$ cat src/rtl/byte_access_unit.sv
// Byte load/store adapter in front of a word-only data memory.
// Word accesses and byte loads pass straight through; byte stores take a two-cycle read-modify-write.
module byte_access_unit #(
  parameter int ADDR_WIDTH      = 32,
  parameter int FAULT_CNT_WIDTH = 8
) (
  input  logic                       CLK,
  input  logic                       RESETn,
  input  logic                       Req,
  input  logic                       MemWriteIn,
  input  logic                       ByteAccess,
  input  logic [ADDR_WIDTH-1:0]      Address,
  input  logic [31:0]                WriteData,
  output logic [31:0]                ReadData,
  output logic                       Stall,
  output logic                       Done,
  output logic                       Fault,
  output logic [FAULT_CNT_WIDTH-1:0] FaultCount,
  output logic [ADDR_WIDTH-1:0]      MemAddress,
  output logic [31:0]                MemWriteData,
  output logic                       MemWrite,
  input  logic [31:0]                MemReadData
);

  localparam logic [0:0] IDLE   = 1'b0;
  localparam logic [0:0] RMW_WR = 1'b1;

  logic [0:0]                 state_reg, state_next;
  logic [ADDR_WIDTH-1:0]      addr_reg, addr_next;
  logic [31:0]                merge_reg, merge_next;
  logic [FAULT_CNT_WIDTH-1:0] fault_cnt_reg, fault_cnt_next;

  logic [1:0]  lane;
  logic [7:0]  lane_byte;
  logic [31:0] merged_word;
  logic        misaligned;

  assign lane       = Address[1:0];
  assign lane_byte  = MemReadData[{lane, 3'b000} +: 8];
  assign misaligned = Req && !ByteAccess && (lane != 2'b00);

  // Merged word for a byte store: the addressed lane takes the new byte, others keep memory data.
  genvar gi;
  generate
    for (gi = 0; gi < 4; gi++) begin : g_lane
      assign merged_word[8*gi +: 8] = (lane == 2'(gi)) ? WriteData[7:0] : MemReadData[8*gi +: 8];
    end
  endgenerate

  always_comb begin
    ReadData     = 32'h0;
    Stall        = 1'b0;
    Done         = 1'b0;
    Fault        = 1'b0;
    MemWrite     = 1'b0;
    MemAddress   = Address;
    MemWriteData = WriteData;
    FaultCount   = fault_cnt_reg;
    if (!RESETn) begin
      // Outputs are forced quiet while reset is asserted, aborting any pending write.
      MemAddress   = '0;
      MemWriteData = 32'h0;
    end else if (state_reg == RMW_WR) begin
      MemAddress   = addr_reg;
      MemWriteData = merge_reg;
      MemWrite     = 1'b1;
      Done         = 1'b1;
    end else if (Req) begin
      if (misaligned) begin
        Fault = 1'b1;
        Done  = 1'b1;
      end else if (ByteAccess && MemWriteIn) begin
        Stall = 1'b1;
      end else if (ByteAccess) begin
        ReadData = {24'h0, lane_byte};
        Done     = 1'b1;
      end else if (MemWriteIn) begin
        MemWrite = 1'b1;
        Done     = 1'b1;
      end else begin
        ReadData = MemReadData;
        Done     = 1'b1;
      end
    end
  end

  always_comb begin
    state_next     = IDLE;
    addr_next      = addr_reg;
    merge_next     = merge_reg;
    fault_cnt_next = fault_cnt_reg;
    if (state_reg == IDLE) begin
      if (Req && ByteAccess && MemWriteIn) begin
        state_next = RMW_WR;
        addr_next  = {Address[ADDR_WIDTH-1:2], 2'b00};
        merge_next = merged_word;
      end
      if (misaligned && (fault_cnt_reg != '1)) begin
        fault_cnt_next = fault_cnt_reg + 1'b1;
      end
    end
  end

  always_ff @(posedge CLK or negedge RESETn) begin
    if (!RESETn) begin
      state_reg     <= IDLE;
      addr_reg      <= '0;
      merge_reg     <= 32'h0;
      fault_cnt_reg <= '0;
    end else begin
      state_reg     <= state_next;
      addr_reg      <= addr_next;
      merge_reg     <= merge_next;
      fault_cnt_reg <= fault_cnt_next;
    end
  end

endmodule

$ cat config.mk
export PLATFORM = sky130hd
export DESIGN_NAME = byte_access_unit
export DESIGN_NICKNAME = d
export VERILOG_FILES = /design/src/rtl/byte_access_unit.sv
export SDC_FILE = /design/constraint.sdc
export NUM_CORES = 1
export LEC_CHECK = 0
export ABC_AREA = 1
export ABC_CLOCK_PERIOD_IN_PS = 1200
export CAP_MARGIN = 25
export CORE_MARGIN = 4
export CORE_UTILIZATION = 38
export DETAILED_ROUTE_END_ITERATION = 10
export PLACE_DENSITY = 0.79
export SLEW_MARGIN = 20
export SYNTH_ARGS = -nofsm -noshare
export SYNTH_HDL_FRONTEND = slang
export SYNTH_SLANG_ARGS = --single-unit
$ cat constraint.sdc
create_clock -name CLK -period 1.2 [get_ports CLK]
set_input_delay 0.18 -clock CLK [delete_from_list [all_inputs] [get_ports CLK]]
set_output_delay 0.18 -clock CLK [all_outputs]
set_load 0.01 [all_outputs]
== Yosys cells after proc, flatten, opt, wreduce, memory -nomap -nowiden ==
Cells that the tools add are included.
Widths: inputs -> output; s select.
Operators by class
  bitwise gates (word level): 1
  mux-type cells: 38
  reduce and logical (&&, ||, !) cells: 11
  add/sub/neg operators: 1
  equality and inequality tests: 4
  shifts and indexed selects: 1
Operator list (number)
  $mux 32: 11
  $mux 8: 4
  $shiftx 32x6->8: 1
  $mux 1: 23
  $add 8x1->8 const B: 1
  $ne 8x8->1 const B: 1
  $logic_and 1x1->1: 6
  $eq 2x2->1 const B: 2
  $reduce_and 2->1: 2
  $eq 2x1->1 const B: 1
  $logic_not 2->1: 1
  $reduce_bool 2->1: 1
  $logic_not 1->1: 1
  $not 1->1: 1
Word-level totals
  word-level logic and storage cells: 60
  bits of input ports: 101
  flip-flop bits (word level): 71
  output and inout bits: 108

== Logic depth before layout (Yosys ltp) ==
  depth in word-level cells: 7
  mapped depth: 7
  depth with buffers taken out: 7

== Worst setup path before layout ==
No wires, ideal clock.
  path kind: register to output
  from: reg state_reg
  to: out Stall
  buffers on the path: 1
  data required time: 1.020 ns
  arrival: 1.160 ns
  path slack: -0.140 ns
  stages on the path, launching flop included: 5
  path through: dfrtp_1 > nor3_2 > inv_2 > clkbuf_1 > nor2_1
Between the ends
  cells in the longest elaborated chain, start to end: 2
Ends and longest elaborated chain
  from (decl): RTL line 28  | logic [0:0] state_reg, state_next;
  from (signal assigned): RTL line 111  | state_reg <= state_next;
  $mux 1: RTL line 63  | end else if (state_reg == RMW_WR) begin
  $mux 1: RTL line 59  | if (!RESETn) begin
  to (decl): RTL line 15  | output logic Stall,
Every way passes these cells.

== Worst setup path in the final report ==
Ends and elaborated chain as after synthesis.

==> qor.yml <==
status: "complete, but fails checks"
violations: "negative hold slack, negative setup slack"
clock_skew_ns: 0.00506
grt_use_met2: 0.428
slew_violations: 0
io_pins: 209
slew_headroom: 0.799
grt_pass1_vias: 5682
power_w: 0.00882
h-tree-depth: 3
crit_top_cell: "buf_4"
die_area_mm2: 0.0139
cts_sinks: 71
clk_path_buf_depth: 2
vias: 5959
synth_cell_types: 22
crit_arrival_ns: 1.62
rr_startpoint: "state_reg"
slowest_stage: "dfrtp_2"
first_iter_violations: 298
top_usage_layer: "met2"
largest_reg_flops: 32
syn2layout_area_growth_pct: 85.2
crit_end: "Stall"
worst_pin_slew_ns: 0.301
initial_core_util: 0.394
period_share: 1.50
rr_endpoint: "merge_reg[7]"
grtUsageMet3: 0.0754
holdCritPathClass: "input port to async pin"
worst_r2r_path_depth: 7
place_inst: 1129
cp-start-kind: "flop"
crit_required_ns: 1.02
diodes: 0
synth-edff-count: 0
rsz0062_at_grt: "yes"
ys_ff_latch: 71
syn-num-nets: 791
final_layout_size_suffix_gt1_frac: 0.343
cts_made_buffers: 9
worstSkewPairLatency_ns: 0.33
wire_per_inst_um: 16.4
critPathKind: "flop to primary output"
yosysWarnings: 0
final_common_cell: "nand2_1"
dieHeight_um: 118
dpl.hpwl_mm: 13.3
grt_max_degree: 69
via_per_inst: 5.10
reg2reg_slack_ns: -0.51
drcViolationCount: 0
hold_buffers: 4
track_usage: 0.249
antenna_found_initial: 0
final_cells: 1169
cts_tree: "built"
finalWirelength_mm: 19.2
powerDensity_mw_per_mm2: 1040
met1_usage: 0.304
power.ir.vdd_worst_mv: 0.847
gr-total-overflow: 0
place_ws_ns: -0.924
gp_congestion: 0.964
setup_viol: 172
crit_path_max_fanout: 5
final_cell_mix: "nand2_1 (144), buf_4 (122), clkdlybuf4s50_1 (96), buf_2 (94), inv_1 (93)"
syn_area_mm2: 0.00458
maxCapViolCount: 0
clk_pin_slew_ns: 0.06
synthCells: 689
max_freq_mhz: 555
finalHoldViolations: 26
ys_seq_area_frac: 0.388
rows: 39
root_buffer: "clkbuf_16"
ant_nets: 0
ys.flop_type: "dfrtp_1"
max_stage_delay_ns: 0.48
async_reset_ff_frac: 1.00
grt_pass1_wl_mm: 28.4
finalWorstSetupSlack_ns: -0.601
startpoint: "state_reg"
nNetsFinal: 1123
port_buffers: 208
crit_chain: "buf_4 -> buf_6 -> nor3_4 -> inv_4 -> nor2_4 -> buf_4"
die_x_um: 118
core_mm2: 0.0116
endpoint_kind: "primary output"
firstDrtPassIters: 5
synth.avg_cell_area_um2: 6.65
period_needed_ns: 1.80
hold_ws_ns: -0.323
p_leak_nw: 4.39
## worst max-delay path, delay by kind of cell, from the launching register on
family	cells	cell delay (ns)
buf+inv	4	0.49
flops	1	0.48
simple gates	2	0.32
## cell families after synthesis
logic type	after synthesis	share of synthesized area
AND/OR/NAND/NOR	261	0.246
AO/OA/AOI/OAI	206	0.225
buffers and inverters	147	0.132
flip-flops	71	0.388
XOR/XNOR	3	0.00574
adder cells (fa/ha/maj)	1	0.00273
## worst min path at each step
stage | start | to | slack, ns | cells after the start
global route | RESETn | merge_reg[9] | -0.32 | 1
detailed placement | RESETn | merge_reg[31] | 0.02 | 1
CTS | RESETn | merge_reg[31] | -0.32 | 1
finish | RESETn | merge_reg[9] | -0.32 | 1
floorplan | RESETn | FaultCount[0] | -0.12 | 0
global placement | RESETn | merge_reg[31] | 0.02 | 1
## per-stage QoR
stage / utilization / area, µm² / TNS [ns]
2_1_floorplan: - / 4880 / -2.50
3_3_place_gp: 0.687 / 7980 / -105.82
3_5_place_dp: 0.687 / 7980 / -108.73
4_1_cts: 0.702 / 8150 / -69.70
5_1_grt: 0.730 / 8480 / -86.89
6_report: 0.730 / 8480 / -76.46
## what timing repair did
action / in CTS / in global routing
gates cloned: 5 / 5
pin swaps: 27 / 5
endpoints found under the hold margin: 29 / 25
setup buffers: 2 / 9
resized for setup: 483 / 72
setup endpoints to repair: 179 / 179
## where the power goes
group	internal [W]	switching, W	total (W)
Combinational	0.00152	0.00147	0.00299
Sequential	0.00285	0.000257	0.00310
Clock	0.00162	0.00110	0.00272
## Yosys cell counts, types with 2 or more instances
| cell type | n | area share |
|---|---|---|
| xnor2_1 | 2 | 0.0038 |
| buf_4 | 4 | 0.0066 |
| a21oi_1 | 72 | 0.079 |
| o21ai_0 | 99 | 0.11 |
| nor2_1 | 19 | 0.016 |
| nor3_1 | 23 | 0.025 |
| nor2_4 | 3 | 0.0074 |
| nand2_1 | 148 | 0.12 |
| nand3_1 | 62 | 0.068 |
| dfrtp_1 | 71 | 0.39 |
| o21ai_1 | 35 | 0.038 |
| nor2_2 | 3 | 0.0041 |
| inv_2 | 8 | 0.0066 |
| buf_6 | 3 | 0.0074 |
| inv_1 | 96 | 0.079 |
| buf_2 | 13 | 0.014 |
| clkbuf_1 | 23 | 0.019 |
## layout make-up
cell class / instances / area (µm²)
inverter: 104 / 403
tap: 143 / 179
clock buffer: 10 / 229
sequential: 71 / 1780
multi-input combinational: 471 / 2650
timing repair buffer: 364 / 3170
clock inverter: 6 / 68.8
fill: 902 / 3130
## routing by layer
metal / routed length, µm / up-vias
li1: - / 2913
met1: 7720 / 2745
met2: 9440 / 267
met3: 1630 / 34
met4: 379 / 0
met5: 0 / -
Power figures use the tool's default switching activity.
